==> src/rtl/byte_queue_pkg.sv <==
// Shared widths, default sizing and types for the byte queue.
// Latency: n/a (declarations only).
// Backpressure: n/a (declarations only).
package byte_queue_pkg;

    localparam int DATA_W = 8;
    localparam int DEPTH  = 8;
    localparam int PTR_W  = $clog2(DEPTH);
    localparam int LEN_W  = 8;

    typedef logic [DATA_W-1:0] byte_t;
    typedef logic [PTR_W-1:0]  ptr_t;

    // Occupancy counter must hold 0..depth inclusive, one bit wider than a pointer.
    function automatic int cnt_width(input int depth);
        return $clog2(depth) + 1;
    endfunction

endpackage

==> src/rtl/byte_queue_if.sv <==
// Request/response bundle between the deserializer side and the byte queue.
// Latency: n/a (wires only).
// Backpressure: none; full pushes are dropped, empty pops are ignored.
// Optional status flags are present when BYTE_QUEUE_STATUS_EN is defined.
interface byte_queue_if #(
    parameter int DATA_W = byte_queue_pkg::DATA_W
);

    logic [DATA_W-1:0]                data_in;
    logic                             enq_in;
    logic                             deq_in;
    logic [DATA_W-1:0]                data_out;
    logic [byte_queue_pkg::LEN_W-1:0] len_out;

`ifdef BYTE_QUEUE_STATUS_EN
    logic                             full_out;
    logic                             empty_out;

    modport master (
        output data_in, enq_in, deq_in,
        input  data_out, len_out, full_out, empty_out
    );

    modport slave (
        input  data_in, enq_in, deq_in,
        output data_out, len_out, full_out, empty_out
    );
`else
    modport master (
        output data_in, enq_in, deq_in,
        input  data_out, len_out
    );

    modport slave (
        input  data_in, enq_in, deq_in,
        output data_out, len_out
    );
`endif

endinterface

==> src/rtl/byte_queue_mem.sv <==
// Storage array for the byte queue: synchronous write, asynchronous read.
// Latency: write visible on the edge after wr_en; read is combinational.
// Backpressure: none; the caller decides when a write is legal.
module byte_queue_mem
    import byte_queue_pkg::*;
#(
    parameter int DATA_W = byte_queue_pkg::DATA_W,
    parameter int DEPTH  = byte_queue_pkg::DEPTH,
    parameter int AW     = $clog2(DEPTH)
) (
    input  logic              clk,
    input  logic              wr_en,
    input  logic [AW-1:0]     wr_addr,
    input  logic [DATA_W-1:0] wr_data,
    input  logic [AW-1:0]     rd_addr,
    output logic [DATA_W-1:0] rd_data
);

    // Contents are deliberately left unreset; only the control state is cleared.
    logic [DATA_W-1:0] mem [DEPTH];

    // Write port: store the byte on an accepted push.
    always_ff @(posedge clk) begin
        if (wr_en) begin
            mem[wr_addr] <= wr_data;
        end
    end

    assign rd_data = mem[rd_addr];

endmodule

==> src/rtl/byte_queue.sv <==
// Byte FIFO between the serial-to-parallel converter and the output stage.
// Latency: pops update data_out/len_out on the sampling edge; pushes are poppable one edge later.
// Backpressure: none; push when full (without pop) is dropped, pop when empty is ignored.
// Optional full_out/empty_out flags are built when BYTE_QUEUE_STATUS_EN is defined.
module byte_queue #(
    parameter int DATA_W = byte_queue_pkg::DATA_W,
    parameter int DEPTH  = byte_queue_pkg::DEPTH
) (
    input  logic        clock_10,
    input  logic        reset,
    byte_queue_if.slave bus
);
    import byte_queue_pkg::*;

    localparam int                AW       = $clog2(DEPTH);
    localparam int                CNT_W    = cnt_width(DEPTH);
    localparam logic [CNT_W-1:0]  FULL_CNT = CNT_W'(DEPTH);

    logic [AW-1:0]     wr_ptr;
    logic [AW-1:0]     rd_ptr;
    logic [CNT_W-1:0]  count;
    logic [DATA_W-1:0] data_q;
    logic [DATA_W-1:0] rd_data;
    logic              deq_ok;
    logic              enq_ok;

    // Accept decisions: a pop frees a slot in the same edge, so a full queue
    // still takes a push alongside a pop; an empty queue never pops.
    always_comb begin
        deq_ok = bus.deq_in && (count != '0);
        enq_ok = bus.enq_in && ((count != FULL_CNT) || deq_ok);
    end

    byte_queue_mem #(
        .DATA_W (DATA_W),
        .DEPTH  (DEPTH),
        .AW     (AW)
    ) u_mem (
        .clk     (clock_10),
        .wr_en   (enq_ok),
        .wr_addr (wr_ptr),
        .wr_data (bus.data_in),
        .rd_addr (rd_ptr),
        .rd_data (rd_data)
    );

    // Write pointer advances once per accepted push and wraps modulo DEPTH.
    always_ff @(posedge clock_10 or negedge reset) begin
        if (!reset) begin
            wr_ptr <= '0;
        end else if (enq_ok) begin
            wr_ptr <= wr_ptr + 1'b1;
        end
    end

    // Read pointer and output register advance together on an accepted pop.
    always_ff @(posedge clock_10 or negedge reset) begin
        if (!reset) begin
            rd_ptr <= '0;
            data_q <= '0;
        end else if (deq_ok) begin
            rd_ptr <= rd_ptr + 1'b1;
            data_q <= rd_data;
        end
    end

    // Occupancy: net change is push minus pop, unchanged when both or neither.
    always_ff @(posedge clock_10 or negedge reset) begin
        if (!reset) begin
            count <= '0;
        end else begin
            case ({enq_ok, deq_ok})
                2'b10:   count <= count + 1'b1;
                2'b01:   count <= count - 1'b1;
                default: count <= count;
            endcase
        end
    end

    assign bus.data_out = data_q;
    assign bus.len_out  = LEN_W'(count);

`ifdef BYTE_QUEUE_STATUS_EN
    // Flags follow count directly, so reset yields full=0, empty=1 for free.
    assign bus.full_out  = (count == FULL_CNT);
    assign bus.empty_out = (count == '0);
`else
`endif

endmodule

==> src/flat_wrapper.sv <==
// flat-port wrapper written by rule: the top's interface ports become plain ports
module byte_queue_flat import byte_queue_pkg::*;
#(
    parameter int DATA_W = byte_queue_pkg::DATA_W,
    parameter int DEPTH  = byte_queue_pkg::DEPTH
)
  (clock_10, reset, bus_data_in, bus_enq_in, bus_deq_in, bus_data_out, bus_len_out);
  byte_queue_if #(.DATA_W(DATA_W)) bus_i ();
  input  logic clock_10;
  input  logic reset;
  input wire logic [$bits(bus_i.data_in)-1:0] bus_data_in;
  input wire logic [$bits(bus_i.enq_in)-1:0] bus_enq_in;
  input wire logic [$bits(bus_i.deq_in)-1:0] bus_deq_in;
  output wire logic [$bits(bus_i.data_out)-1:0] bus_data_out;
  output wire logic [$bits(bus_i.len_out)-1:0] bus_len_out;
  assign bus_i.data_in = bus_data_in;
  assign bus_i.enq_in = bus_enq_in;
  assign bus_i.deq_in = bus_deq_in;
  assign bus_data_out = bus_i.data_out;
  assign bus_len_out = bus_i.len_out;
  byte_queue #(.DATA_W(DATA_W), .DEPTH(DEPTH)) u_core (.clock_10(clock_10), .reset(reset), .bus(bus_i));
endmodule
==> config.mk <==
export PLATFORM = sky130hd
export DESIGN_NAME = byte_queue_flat
export DESIGN_NICKNAME = d
export VERILOG_FILES = /design/src/rtl/byte_queue_pkg.sv /design/src/rtl/byte_queue_if.sv /design/src/rtl/byte_queue_mem.sv /design/src/rtl/byte_queue.sv /design/src/flat_wrapper.sv
export SDC_FILE = /design/constraint.sdc
export NUM_CORES = 1
export LEC_CHECK = 0
export ABC_AREA = 1
export CAP_MARGIN = 0
export CORE_UTILIZATION = 45
export CTS_BUF_LIST = sky130_fd_sc_hd__clkbuf_4
export CTS_CLUSTER_DIAMETER = 60
export DETAILED_ROUTE_END_ITERATION = 6
export GPL_TIMING_DRIVEN = 0
export PLACE_DENSITY = 0.72
export SLEW_MARGIN = 20
export SYNTH_ARGS = -nofsm -noshare
export SYNTH_HDL_FRONTEND = slang
export SYNTH_SLANG_ARGS = --single-unit
==> constraint.sdc <==
create_clock -name clock_10 -period 3.85 [get_ports clock_10]
set_input_delay 0.5775 -clock clock_10 [delete_from_list [all_inputs] [get_ports clock_10]]
set_output_delay 0.5775 -clock clock_10 [all_outputs]
set_load 0.005 [all_outputs]
* Word-level counts from Yosys, hierarchy flattened *
Memory sizes are Yosys's and may differ from the RTL's. A register that Yosys moved wholly into a read port is not among the register bits.
Cells that the tools add are included.

word-level totals
  flip-flop bits (word level) = 10
  bits in writable memories = 64
  output and inout bits = 16
  word-level logic and storage cells = 20
  memories kept = 1

memories
  memory            words  width  read ports  clocked after Yosys merged registers in  write ports  RTL line              text
  u_core.u_mem.mem  8      8      1           1                                        1            byte_queue_mem.sv:20  logic [DATA_W-1:0] mem [DEPTH];

cells by class
  add/sub/neg operators = 4
  eq/ne operators = 3
  mux-type cells = 3
  reduce and logical (&&, ||, !) cells = 6

operators by type and width
  operator                                                               number
  4-bit one-hot mux with 2 select lines                                  1
  3-bit by 1-bit adder with 3-bit output, second input constant          2
  4-bit by 1-bit adder with 4-bit output, second input constant          1
  4-bit inequality test, second input constant                           1
  4-bit nonzero test                                                     1
  4-bit by 1-bit subtractor with 4-bit output, second input constant     1
  2-bit by 1-bit equality test with 1-bit output, second input constant  1
  2-bit equality test, second input constant                             1
  1-bit logical AND                                                      2
  1-bit two-way mux                                                      2
  2-bit nonzero test                                                     1
  1-bit logical NOT                                                      1
  1-bit logical OR                                                       1

* Depth between registers and ports, before layout *
  word-level depth = 6
  depth in mapped cells = 14
  gate-level depth less buffers = 14

* Hierarchy *
From an unflattened synthesis, not the netlist that was laid out.

second synthesis, totals
  cell total of the unflattened synthesis = 376
  area, all modules = 3804.9 um^2

modules (own cells, without submodules)
  module          times used  cells an instance  area an instance (um^2)  sequential area each (um^2)
  byte_queue_mem  1           295                2890.3                   1921.8
  byte_queue      1           81                 914.6                    450.4

* Worst setup path before layout *
Ideal clock, no wire load.

  path type = input to register
  start point = input bus_deq_in
  end point = memory u_core.u_mem.mem[4][0], enable pin
  setup time = 370 ps
  arrival = 1433 ps
  required time = 3480 ps
  slack = 2047 ps
  cell stages on the path = 5
  buffers on the path = 0
  path through = nor2_1 nand3_1 nand2_1 or2_2 nor2_1

on the way
  cells in the longest elaborated chain, start to end = 5

RTL lines
  element                                  RTL line              text
  from (decl)                              flat_wrapper.sv:13    input wire logic [$bits(bus_i.deq_in)-1:0] bus_deq_in;
  1-bit logical AND                        byte_queue.sv:30      deq_ok = bus.deq_in && (count != '0);
  1-bit logical OR                         byte_queue.sv:31      enq_ok = bus.enq_in && ((count != FULL_CNT) || deq_ok);
  1-bit logical AND                        byte_queue.sv:31
  1-bit two-way mux                        byte_queue_mem.sv:24  if (wr_en) begin
  1-bit two-way mux (implied by the code)  byte_queue_mem.sv:25  mem[wr_addr] <= wr_data;
  to (decl)                                byte_queue_mem.sv:20

No other way between the ends.

* Final worst setup path *
  start point = input bus_deq_in
  end point = memory u_core.u_mem.mem[6][6], enable pin

Same word-level chain as after synthesis.

==> flow_metrics.tcl <==
set metrics [dict create \
    crit_path_end_kind "register" \
    cts_resized 0 \
    cts_tree "done" \
    ys_seq_area_frac 0.697 \
    grt.total_usage 0.199 \
    yosysTopAreaCellShare 0.565 \
    async_flop_share 0.220 \
    cts_made_buffers 9 \
    path_buf_inv 1 \
    slowest_stage "nor2_1" \
    io_pins 28 \
    num_vias 2194 \
    final-seq-area_um2 2370 \
    drt_wl_total_mm 6.87 \
    synthTopCellsByCount "edfxtp_1 (64), nor2_1 (59), nand2_1 (36)" \
    power_density_nw_per_um2 707 \
    grt_pass1_wl_mm 11.0 \
    area_growth_pct 14.7 \
    route.detailed.drc 0 \
    port_buffers 23 \
    startpoint_type "primary input" \
    cts_root_buffer "clkbuf_4" \
    nFillCells 655 \
    setup_viol 0 \
    synth.most_common_cell "edfxtp_1" \
    dpl.hpwl_mm 4.55 \
    combPwrFrac 0.369 \
    power.clock.fraction 0.179 \
    fp.dieW_um 89.0 \
    clkSinkCount 82 \
    ys_ff_latch 82 \
    drt_first_pass_iters 5 \
    die-area_um2 7910 \
    layout-drive-gt1-share 0.112 \
    insertedDiodeCount 0 \
    insertion_delay_ns 0.43 \
    p_int_mw 1.75 \
    multi_input_area_um2 892 \
    tns_ns 0 \
    final_nets 343 \
    seqPwrFrac 0.453 \
    ant_nets 0 \
    cpMostUsedCell "nor2_1" \
    die_h_um 89.0 \
    relSlewSlack 0.383 \
    antenna_found_initial 0 \
    max_clock_freq_ghz 0.460 \
    hold_class "reg2reg" \
    avgSynthCellArea_um2 11.8 \
    final.min_clock_period_ns 2.17 \
    status "complete, no violations" \
    path_delay_family "simple AND/OR/NAND/NOR gates" \
    synth_edf_count 64 \
    critPathKind "in2reg" \
    cts_buffer_depth 2 \
    finalHoldViolations 0 \
    routedWlPerCell_um 16.0 \
    ctsHtreeMaxLevel 3 \
    worst_slew_pin_slew_ns 0.922 \
    path_max_fanout 8 \
    clk_pin_slew_ns 0.13 \
    fp-row-count 31 \
    post-route-period-util 0.565 \
    netSwitchingFraction 0.367 \
    grt_pass1_vias 2096 \
    reg2reg_slack_ns 1.84 \
    vias_per_cell 5.10 \
    start_util 0.467 \
    p_leak_nw 1.47 \
    arrival_ns 2.24 \
    yosysWarnings 0 \
    rsz0062_at_grt "false" \
    total_power_mw 2.76 \
    drtIter0Drc 223 \
    cp_cell_sequence "clkdlybuf4s50_1, nor2_1, nand3_1, nand2_1, or2_2, nor2_1" \
    syn_area_um2 3400 \
    vdd_ir_drop_max_uv 253 \
    slew_viol_final 0 \
    required_ns 3.92 \
    drv_cap 0 \
    synth_area_leaders "edfxtp_1 (56%), dfrtp_1 (13%), nor2_1 (6.5%), nand2_1 (4.0%), o211ai_1 (3.5%)" \
    place.gp.congestion 0.769 \
    hold_buffers 0 \
    synth_top_cell_by_area "edfxtp_1" \
    post_cts.repair.setup_buffers 0 \
    ys.flop_type "edfxtp_1" \
    overflow 0 \
    p_sw_mw 1.01 \
    fin_skew_ns 0.00730 \
    coreArea_um2 7290 \
    max_stage_delay_ns 0.63 \
    syn_inst 289 \
    grt_max_degree 19 \
    synth.distinct_cells 23 \
]
## metrics by stage
stage	util	area (um2)	std cells	setup WS (ns)	hold WS, ns
floorplan	-	3410	292	2.05	0.282
global placement	0.517	3770	414	1.21	0.463
detailed placement	0.517	3770	414	1.19	0.464
CTS	0.535	3900	430	1.66	0.496
global route	0.535	3900	430	1.57	0.521
finish	0.535	3900	430	1.68	0.491
## worst register-to-register path, cell delays in order, from the launching register on
cell	delay [ns]
dfrtp_1	0.46
nor2_2	0.08
nand3_1	0.07
nand2_1	0.08
or2_2	0.33
nor2_1	0.63
## logic make-up (layout without fill, tap and decap cells)
group / after synthesis / in the layout / share of synthesized area
other cells: 1 / 4 / 0.00110
fa+ha+maj: 5 / 5 / 0.0206
flops: 82 / 82 / 0.697
xor+xnor: 5 / 5 / 0.0129
simple gates: 115 / 115 / 0.136
compound gates: 52 / 52 / 0.0882
buf+inv: 29 / 68 / 0.0441
## power groups by stage
stage                     registers [mW]  logic (mW)  clock network, mW
after floorplan                     1.25       0.636                  0
after global placement              1.26       0.976                  0
after detailed placement            1.27        1.01                  0
after CTS                           1.25        1.01              0.498
after global routing                1.27        1.15              0.534
final                               1.25        1.02              0.493
## area by class of cell
type | count | share of cell area
Multi-Input combinational cell | 181 | 0.229
Sequential cell | 82 | 0.608
Inverter | 13 | 0.0125
Clock inverter | 7 | 0.0173
Tap cell | 99 | 0.0317
Timing Repair Buffer | 23 | 0.0590
Buffer | 16 | 0.0260
Clock buffer | 9 | 0.0173
## cell usage in the layout (no fill, tap or decap), drive strengths merged
| cell | count |
|---|---|
| a21oi | 2 |
| buf | 16 |
| bufinv | 1 |
| clkbuf | 9 |
| clkdlybuf4s50 | 23 |
| clkinv | 4 |
| clkinvlp | 1 |
| conb | 4 |
| dfrtp | 18 |
| edfxtp | 64 |
| fa | 1 |
| ha | 4 |
| inv | 14 |
| nand2 | 39 |
| nand3 | 15 |
| nor2 | 60 |
| o211ai | 16 |
| o21ai | 34 |
| or2 | 1 |
| xnor2 | 1 |
| xor2 | 4 |
## per-layer routing
metal,up-vias,wire length (um),track usage
li1,1071,-,-
met5,-,0,0
met4,0,162,0.114
met2,114,3230,0.311
met3,15,476,0.0332
met1,994,3010,0.267
## path summary, 6_finish.rpt
check                                               to              startpoint  cells past startpoint
worst max-delay path            u_core.u_mem.mem[6][6]              bus_deq_in                      6
worst min-delay path            u_core.bus.data_out[5]  u_core.bus.data_out[5]                      2
worst max register to register  u_core.u_mem.mem[6][6]         u_core.count[0]                      5
worst min register to register  u_core.bus.data_out[5]  u_core.bus.data_out[5]                      2
max in group asynchronous       u_core.bus.data_out[4]                   reset                      1
min in group asynchronous              u_core.count[3]                   reset                      1
## state kept, by name, indices dropped and copies added (netlist names)
signal and count:
u_core.u_mem.mem 64, u_core.bus.data_out 8, u_core.count 4, u_core.rd_ptr 3
u_core.wr_ptr 3
No activity file was read; power rests on OpenSTA's default activity.
